`src/rtl/logic_gate_pipe_if.sv`:
```
// Handshake bundle for logic_gate_pipe: operand/op input channel, result output channel, occupancy.
// With LOGIC_GATE_PIPE_STATS_EN defined the bundle also carries the ops_done counter.
interface logic_gate_pipe_if #(
  parameter int WIDTH = 8,
  parameter int DEPTH = 4
);
  localparam int CW = $clog2(DEPTH) + 1;

  logic [WIDTH-1:0] a;
  logic [WIDTH-1:0] b;
  logic [1:0]       op;
  logic             in_valid;
  logic             in_ready;
  logic [WIDTH-1:0] c;
  logic             zero;
  logic             out_valid;
  logic             out_ready;
  logic [CW-1:0]    count;
`ifdef LOGIC_GATE_PIPE_STATS_EN
  logic [15:0]      ops_done;
`endif

  modport master (
    output a, b, op, in_valid, out_ready,
    input  in_ready, c, zero, out_valid, count
`ifdef LOGIC_GATE_PIPE_STATS_EN
    , input ops_done
`endif
  );

  modport slave (
    input  a, b, op, in_valid, out_ready,
    output in_ready, c, zero, out_valid, count
`ifdef LOGIC_GATE_PIPE_STATS_EN
    , output ops_done
`endif
  );
endinterface

```
`src/rtl/logic_gate_pipe.sv`:
```
// Bitwise AND/OR/XOR/NAND unit feeding a DEPTH-entry result FIFO with a registered head (C/ZERO).
// Define LOGIC_GATE_PIPE_STATS_EN to add the saturating ops_done handshake counter.
module logic_gate_pipe #(
  parameter int WIDTH = 8,
  parameter int DEPTH = 4
) (
  input  logic            clk,
  input  logic            rst,
  logic_gate_pipe_if.slave bus
);
  localparam int AW = $clog2(DEPTH);
  localparam int CW = AW + 1;

  logic [WIDTH-1:0] mem [DEPTH];
  logic [AW-1:0]    wr_ptr;
  logic [AW-1:0]    rd_ptr;
  logic [AW-1:0]    rd_ptr_inc;
  logic [CW-1:0]    count_q;
  logic [CW-1:0]    count_next;
  logic             run_q;
  logic [WIDTH-1:0] c_q;
  logic             zero_q;
  logic [WIDTH-1:0] result;
  logic [WIDTH-1:0] head_next;
  logic             push;
  logic             pop;

  // run_q keeps in_ready low for the cycle following a reset edge
  assign bus.in_ready  = run_q && (count_q != CW'(DEPTH));
  assign bus.out_valid = (count_q != '0);
  assign bus.c         = c_q;
  assign bus.zero      = zero_q;
  assign bus.count     = count_q;

  assign push       = bus.in_valid && bus.in_ready;
  assign pop        = bus.out_valid && bus.out_ready;
  assign rd_ptr_inc = rd_ptr + AW'(1);

  always_comb begin
    result = '0;
    case (bus.op)
      2'b00:   result = bus.a & bus.b;
      2'b01:   result = bus.a | bus.b;
      2'b10:   result = bus.a ^ bus.b;
      default: result = ~(bus.a & bus.b);
    endcase
  end

  always_comb begin
    count_next = count_q;
    if (push && !pop)
      count_next = count_q + CW'(1);
    else if (pop && !push)
      count_next = count_q - CW'(1);
  end

  // Head register: takes the incoming result when it becomes the head, else the next stored entry
  always_comb begin
    head_next = c_q;
    if (push && ((count_q == '0) || ((count_q == CW'(1)) && pop)))
      head_next = result;
    else if (pop && (count_next != '0))
      head_next = mem[rd_ptr_inc];
  end

  always_ff @(posedge clk) begin
    if (rst) begin
      wr_ptr  <= '0;
      rd_ptr  <= '0;
      count_q <= '0;
      run_q   <= 1'b0;
      c_q     <= '0;
      zero_q  <= 1'b1;
    end else begin
      run_q   <= 1'b1;
      count_q <= count_next;
      c_q     <= head_next;
      zero_q  <= (head_next == '0);
      if (push) begin
        mem[wr_ptr] <= result;
        wr_ptr      <= wr_ptr + AW'(1);
      end
      if (pop)
        rd_ptr <= rd_ptr_inc;
    end
  end

`ifdef LOGIC_GATE_PIPE_STATS_EN
  logic [15:0] ops_q;

  always_ff @(posedge clk) begin
    if (rst)
      ops_q <= '0;
    else if (pop && (ops_q != 16'hFFFF))
      ops_q <= ops_q + 16'd1;
  end

  assign bus.ops_done = ops_q;
`endif

endmodule

```
`src/flat_wrapper.sv`:
```
// flat-port wrapper written by rule: the top's interface ports become plain ports
module logic_gate_pipe_flat 
#(
  parameter int WIDTH = 8,
  parameter int DEPTH = 4
)
  (clk, rst, bus_a, bus_b, bus_op, bus_in_valid, bus_out_ready, bus_in_ready, bus_c, bus_zero, bus_out_valid, bus_count);
  logic_gate_pipe_if #(.WIDTH(WIDTH), .DEPTH(DEPTH)) bus_i ();
  input  logic clk;
  input  logic rst;
  input wire logic [$bits(bus_i.a)-1:0] bus_a;
  input wire logic [$bits(bus_i.b)-1:0] bus_b;
  input wire logic [$bits(bus_i.op)-1:0] bus_op;
  input wire logic [$bits(bus_i.in_valid)-1:0] bus_in_valid;
  input wire logic [$bits(bus_i.out_ready)-1:0] bus_out_ready;
  output wire logic [$bits(bus_i.in_ready)-1:0] bus_in_ready;
  output wire logic [$bits(bus_i.c)-1:0] bus_c;
  output wire logic [$bits(bus_i.zero)-1:0] bus_zero;
  output wire logic [$bits(bus_i.out_valid)-1:0] bus_out_valid;
  output wire logic [$bits(bus_i.count)-1:0] bus_count;
  assign bus_i.a = bus_a;
  assign bus_i.b = bus_b;
  assign bus_i.op = bus_op;
  assign bus_i.in_valid = bus_in_valid;
  assign bus_i.out_ready = bus_out_ready;
  assign bus_in_ready = bus_i.in_ready;
  assign bus_c = bus_i.c;
  assign bus_zero = bus_i.zero;
  assign bus_out_valid = bus_i.out_valid;
  assign bus_count = bus_i.count;
  logic_gate_pipe #(.WIDTH(WIDTH), .DEPTH(DEPTH)) u_core (.clk(clk), .rst(rst), .bus(bus_i));
endmodule
```
`config.mk`:
```
export PLATFORM = sky130hd
export DESIGN_NAME = logic_gate_pipe_flat
export DESIGN_NICKNAME = d
export VERILOG_FILES = /design/src/rtl/logic_gate_pipe_if.sv /design/src/rtl/logic_gate_pipe.sv /design/src/flat_wrapper.sv
export SDC_FILE = /design/constraint.sdc
export NUM_CORES = 1
export LEC_CHECK = 0
export ABC_AREA = 1
export BUFFER_PORTS_ARGS = -buffer_cell sky130_fd_sc_hd__clkbuf_2
export CAP_MARGIN = 40
export CORE_MARGIN = 2
export CORE_UTILIZATION = 30
export CTS_CLUSTER_SIZE = 24
export DETAILED_ROUTE_END_ITERATION = 8
export PLACE_DENSITY = 0.45
export RECOVER_POWER = 100
export SYNTH_ARGS = -nofsm -noshare
export SYNTH_HDL_FRONTEND = slang
export SYNTH_SLANG_ARGS = --single-unit
export TNS_END_PERCENT = 50
```
`constraint.sdc`:
```
create_clock -name clk -period 3.4 [get_ports clk]
set_input_delay 0.68 -clock clk [delete_from_list [all_inputs] [get_ports clk]]
set_output_delay 0.68 -clock clk [all_outputs]
set_load 0.03 [all_outputs]
```
==> results of run 1 <==
==> stage by stage <==
| stage | area [um^2] | instances | total power [mW] | hold WS (ns) | util |
|---|---|---|---|---|---|
| 3_5_place_dp | 3054 | 455 | 1.686 | 0.5326 | 0.3353 |
| 3_3_place_gp | 3054 | 455 | 1.696 | 0.5316 | 0.3353 |
| 5_1_grt | 3067 | 463 | 2.143 | 0.5735 | 0.3367 |
| 6_report | 3067 | 463 | 1.948 | 0.5407 | 0.3367 |
| 2_1_floorplan | 2766 | 313 | 1.483 | 0.4898 | - |
| 4_1_cts | 3138 | 463 | 2.024 | 0.5453 | 0.3445 |
==> worst min path at each step <==
stage / startpoint / endpoint / cells past startpoint
after floorplan: u_core.wr_ptr[1] / u_core.wr_ptr[1] / 2
after global placement: u_core.wr_ptr[1] / u_core.wr_ptr[1] / 2
after detailed placement: u_core.wr_ptr[1] / u_core.wr_ptr[1] / 2
after CTS: u_core.wr_ptr[1] / u_core.wr_ptr[1] / 2
after global routing: u_core.wr_ptr[1] / u_core.wr_ptr[1] / 2
final: u_core.wr_ptr[1] / u_core.wr_ptr[1] / 2
==> cells by family after synthesis <==
family / Yosys count
flip-flops: 49
XOR/XNOR: 1
AO/OA/AOI/OAI: 46
AND/OR/NAND/NOR: 130
buffers and inverters: 62
multiplexers: 1
adder cells (fa/ha/maj): 24
==> power by group through the flow <==
stage | clock (mW) | combinational, mW | sequential, mW
6_report | 0.334 | 0.836 | 0.778
5_1_grt | 0.369 | 0.983 | 0.791
4_1_cts | 0.347 | 0.895 | 0.781
3_5_place_dp | 0 | 0.891 | 0.795
3_3_place_gp | 0 | 0.902 | 0.794
2_1_floorplan | 0 | 0.613 | 0.870
==> cells in the mapped netlist <==
cell       n
nand3_2    1
or2_2      2
ha_1      24
a21oi_1   12
a21oi_4    1
nor2_1    32
buf_4      1
inv_4      1
clkbuf_8   1
nand2_1   57
o22ai_1    4
edfxtp_1  32
a221oi_1   2
or2_1      1
o211ai_1   4
nand4_1    1
nand2_4    6
inv_1     50
nor2_2     3
nand3_4    1
and2_1     1
nand3_1   19
clkbuf_1   2
o32ai_1    1
clkinv_4   1
dfxtp_1   17
o21ai_0   18
o221a_2    1
a22oi_1    2
inv_2      2
buf_2      1
nand2_2    6
o21ai_1    1
mux2i_1    1
xnor2_1    1
clkinv_1   3
==> critical path, delay by kind of cell (launching register included) <==
kind            cells  cell delay (ns)
simple gates       14             1.27
fa+ha+maj           1             0.26
flops               1             0.44
compound gates      1             0.26
buf+inv             3             0.36
==> area by class of cell <==
class	count	area [um^2]
Multi-Input combinational cell	202	1164
Sequential cell	49	1301
Timing Repair Buffer	36	157.7
Clock buffer	6	72.57
Clock inverter	2	11.26
Tap cell	111	138.9
Inverter	57	221.5
Fill cell	982	6042
==> routing by layer <==
metal | routed length (um) | up-vias | track usage | share of wire
met3 | 198 | 4 | 0.02925 | 0.036
li1 | - | 1087 | - | -
met1 | 2847 | 847 | 0.1607 | 0.52
met4 | 52 | 0 | 0.02845 | 0.0095
met5 | 0 | - | 0 | 0
met2 | 2380 | 38 | 0.1975 | 0.43
==> state kept, by name, summed over array words and instances, names as in the netlist <==
name              cells
u_core.run_q          1
u_core.bus.zero       1
u_core.rd_ptr         2
u_core.bus.count      3
u_core.wr_ptr         2
u_core.mem           32
u_core.bus.c          8
==> impl_metrics.ini, run 1 <==
[placed_design]
dp_slack_ns = 0.9219
place_congestion = 0.7337
portBuffers = 35
hpwl_um = 4353

[worst_setup_path]
cp.arrival_ns = 2.89
slowest_stage = dfxtp_1
crit_path_start_kind = flip-flop
ff2ff_setup_slack_ns = 0.75
crit_chain = inv_1 > ha_1 > nand2_4 > nand2_1 > clkinv_4 > nand2_1 > nand2_1 > nand2_2 > a21oi_1 > nand2_4 > nand2_4 > nand2_1 > nand3_1 > nand2_1 > inv_1 > nand2_1 > nor2_1 > nand2_1 > nand2_1
crit_path_max_incr_delay_ns = 0.44
r2r-end = u_core.bus.zero
cpMostUsedCell = nand2_1
endpoint_kind = flip-flop
cp.required_ns = 3.65
worstSetupEndpoint = u_core.bus.zero
worstSetupPathType = flip-flop to flip-flop
path_max_fanout = 13
r2r-start = u_core.bus.count[0]
cp-startpoint = u_core.bus.count[0]
ff2ff_path_depth = 19

[sta]
clock_skew_ns = 0.003674
worst_slack_ns = 0.7536
fmax_mhz = 377.9
rsz0062_at_grt = false
min_period_ns = 2.646
hold_viol = 0
slew_violations = 0
worstMarginPinSlew_ns = 0.6967
fin_crit_sh = 0.7783
tns_ns = 0
max_slew_margin = 0.5306
setup-violations-final = 0

[cts]
path_clk_slew_ns = 0.09
cts.path.max_buffers = 2
cts_resized = 0
clk_latency_ns = 0.30
cts_setup_buffers = 0
hold_buffers = 0
cts_root_buf = clkbuf_8
clock_sinks = 49
cts_buffers = 5
cts.htree.levels = 2
tritoncts = done

[synth]
synth_xor_area_frac = 0.003166
synth_top_family_by_area = simple AND/OR/NAND/NOR gates
ys_types = 36
synth_seq_cells = 49
synthAdderAreaFrac = 0.1085
muxShareOfSynthArea = 0.003618
yosys.area_share.simple = 0.2212
syn-num-nets = 359
yosysSeqAreaShare = 0.4704
syn-instance-count = 313
synth_area_um2 = 2766
synth_area_leader_cell = edfxtp_1
ys_warn_count = 0
synth_top_area_share = 0.3474
avgSynthCellArea_um2 = 8.838
synthTopCellsByArea = edfxtp_1, dfxtp_1, ha_1
synth_compound_area_frac = 0.1009

[drt]
num_vias = 1976
drc = 0
drtIter0Drc = 46
drt_pre_antenna_iters = 4
wl_per_cell_um = 11.83
drt-total-wl_um = 5478
viasPerCell = 4.268
final_antenna_net_count = 0

[floorplanning]
die_area_um2 = 10010
die_w_um = 100.0
start_util = 0.3037
rows = 35
core_um2 = 9109
die_h_um = 100.0
io_pins = 36

[final_layout]
final_net_count = 397
layout_common_cells = nand2_1, inv_1, nor2_1
drive_above_1_share = 0.1165
final_common_cell = nand2_1
area_delta_synth_final_pct = 10.85
diodes = 0

[flow_run]
drv_cap = 0

[grt]
grt_start_max_net_pins = 16
grt_pass1_wl_um = 9542
grt-ovfl-total = 0
grt.total_usage = 0.1202
grt_pass1_vias = 1993
grt_antenna_before_repair = 0

[outcome]
outcome = complete, no violations

[power]
clock_power_share = 0.171
pwr-share-comb = 0.429
switchingPower_mw = 0.8354
peakVddDrop_uv = 177.3
power.share.switching = 0.4290
cellLeakagePower_nw = 1.367
p_per_area_nw_per_um2 = 635.1
pwr-share-seq = 0.399
p_int_mw = 1.112

[min_path]
hp-class = flip-flop to flip-flop
Power figures use the tool's default switching activity.
==> run 2: changes to the inputs <==
Settings changed: PLACE_DENSITY 0.45 to 0.47.
Clock period 3.4 ns to 2.4 ns, I/O delays scaled along.
==> run 2 against run 1 <==
Compared with the run above:
- final cell count up 1.5%
- largest power group unchanged
- die area unchanged
- final area up 5.7%
- critical path type unchanged
- critical endpoint unchanged
- total power up 60%
- clock skew up 0.0019 ns
- non-clock buffer count up 7
- global-route usage up 0.81 points
- sequential power up 41%
- via count up 5.2%
- register-to-register slack worse by 0.46 ns
- clock power up 110%
- combinational power up 57%
==> impl_metrics.ini, run 2 (synthesis results as in run 1) <==
[drt]
wl_per_cell_um = 12.39
drtIter0Drc = 72
num_vias = 2078
drc = 0
drt-total-wl_um = 5823
final_antenna_net_count = 0
drt_pre_antenna_iters = 5
viasPerCell = 4.421

[sta]
clock_skew_ns = 0.005566
fmax_mhz = 473.8
setup-violations-final = 0
hold_viol = 0
slew_violations = 0
holdWs_ns = 0.5062
fin_crit_sh = 0.8794
max_slew_margin = 0.5511
tns_ns = 0
rsz0062_at_grt = false
worstMarginPinSlew_ns = 0.6663
min_period_ns = 2.111

[cts]
cts.htree.levels = 2
hold_buffers = 0
path_clk_slew_ns = 0.10
cts_root_buf = clkbuf_8
cts_buffers = 5
cts.path.max_buffers = 2
tritoncts = done
clk_latency_ns = 0.30
clock_sinks = 49

[grt]
grtUsageMet3 = 0.02577
grt_antenna_before_repair = 0
grtUsageMet1 = 0.1717
grt.met2_usage = 0.2126
busiest_layer = met2
grt.total_usage = 0.1283
grt-ovfl-total = 0
grt_start_max_net_pins = 17
grt_pass1_vias = 2081
grt_pass1_wl_um = 10160

[power]
peakVddDrop_uv = 325.8
p_per_area_nw_per_um2 = 962.0
cellLeakagePower_nw = 1.458

[worst_setup_path]
endpoint_kind = flip-flop
cp_num_buf_inv = 3
slowest_stage = dfxtp_2
crit_chain = inv_1 > ha_4 > nand2_4 > nand2_4 > clkinv_4 > nand2_4 > nand2_1 > nand2_1 > nand2_1 > nor2_2 > nand2_4 > nand2_4 > nand2_1 > nand3_1 > nand2_1 > clkinv_1 > nand2_1 > nor2_1 > nand2_1 > nand2_1
crit_path_start_kind = flip-flop
cp_top_family = simple AND/OR/NAND/NOR gates
cpMostUsedCell = nand2_1
crit_path_max_incr_delay_ns = 0.35
cp.arrival_ns = 2.36
path_max_fanout = 13
cp.required_ns = 2.65
worstSetupPathType = flip-flop to flip-flop

[floorplanning]
core_um2 = 9109
start_util = 0.3037
rows = 35
die_w_um = 100.0
die_h_um = 100.0
io_pins = 36
die_area_um2 = 10010

[placed_design]
portBuffers = 35
place_congestion = 0.7921
hpwl_um = 4608

[final_layout]
final_common_cell = nand2_1
area_delta_synth_final_pct = 17.14
regMostFlops = u_core.mem
drive_above_1_share = 0.1727
largest_reg_flops = 32
layout_common_cells = nand2_1, inv_1, nor2_1, edfxtp_1, ha_1
diodes = 0
final_net_count = 404

[flow_run]
drv_cap = 0

[min_path]
hp-class = primary input to flip-flop

[outcome]
outcome = complete, no violations
==> run 2: changes by cell type in the layout (fill, tap and decap cells not counted), moves of 2 or more <==
cell	change
nand2_1	-4
clkbuf_1	-3
nand2_4	+2
nand2_2	+2
buf_4	+7
bufinv_16	+2
clkbuf_2	+2
==> run 2: per-stage QoR <==
stage                     total power, mW  cells  utilization  setup WS (ns)  instance area [um^2]
after floorplan                     2.101    313            -        0.09921                  2766
after CTS                           3.147    470       0.3562         0.1344                  3244
final                               3.117    470       0.3558         0.2894                  3241
after global placement              2.426    462       0.3411         0.1884                  3107
after global routing                3.380    470       0.3558       0.009278                  3241
after detailed placement            2.432    462       0.3411         0.1687                  3107
==> run 2: worst paths after layout <==
path,cells after the start,endpoint,from,slack (ns)
setup reg to reg,20,u_core.bus.zero,u_core.bus.count[1],0.29
hold reg to reg,2,u_core.wr_ptr[1],u_core.wr_ptr[1],0.54
hold / removal,3,u_core.rd_ptr[0],bus_out_ready,0.51
setup / recovery,20,u_core.bus.zero,u_core.bus.count[1],0.29
==> run 2: layer usage <==
metal | up-vias | wire, um
met5 | - | 0
met4 | 0 | 53
met3 | 4 | 220
met2 | 42 | 2648
met1 | 928 | 2900
li1 | 1104 | -
==> run 2: area by class of cell <==
class	instances	area, um^2
Clock buffer	5	68.82
Inverter	57	221.5
Clock inverter	3	68.82
Tap cell	111	138.9
Multi-Input combinational cell	202	1227
Fill cell	960	5868
Timing Repair Buffer	43	212.7
Sequential cell	49	1303
==> run 2: what timing repair did <==
action,CTS,global route
gates resized for setup,0,4
setup endpoints to repair,0,1
hold endpoints to repair,0,0
setup buffers,0,0
==> run 2: power by group <==
| part | internal, mW | switching [mW] | total, mW |
|---|---|---|---|
| registers | 1.01 | 0.0874 | 1.10 |
| clock network | 0.420 | 0.290 | 0.710 |
| logic | 0.420 | 0.888 | 1.31 |
| total | 1.85 | 1.27 | 3.12 |
==> run 2: worst reg2reg max path, stage by stage, from the launching register on <==
cell and delay, ns:
dfxtp_2 0.35, inv_1 0.14, ha_4 0.18, nand2_4 0.06, nand2_4 0.10, clkinv_4 0.12, nand2_4 0.11, nand2_1 0.06
nand2_1 0.08, nand2_1 0.06, nor2_2 0.12, nand2_4 0.11, nand2_4 0.11, nand2_1 0.06, nand3_1 0.06, nand2_1 0.06
clkinv_1 0.06, nand2_1 0.05, nor2_1 0.09, nand2_1 0.05, nand2_1 0.05
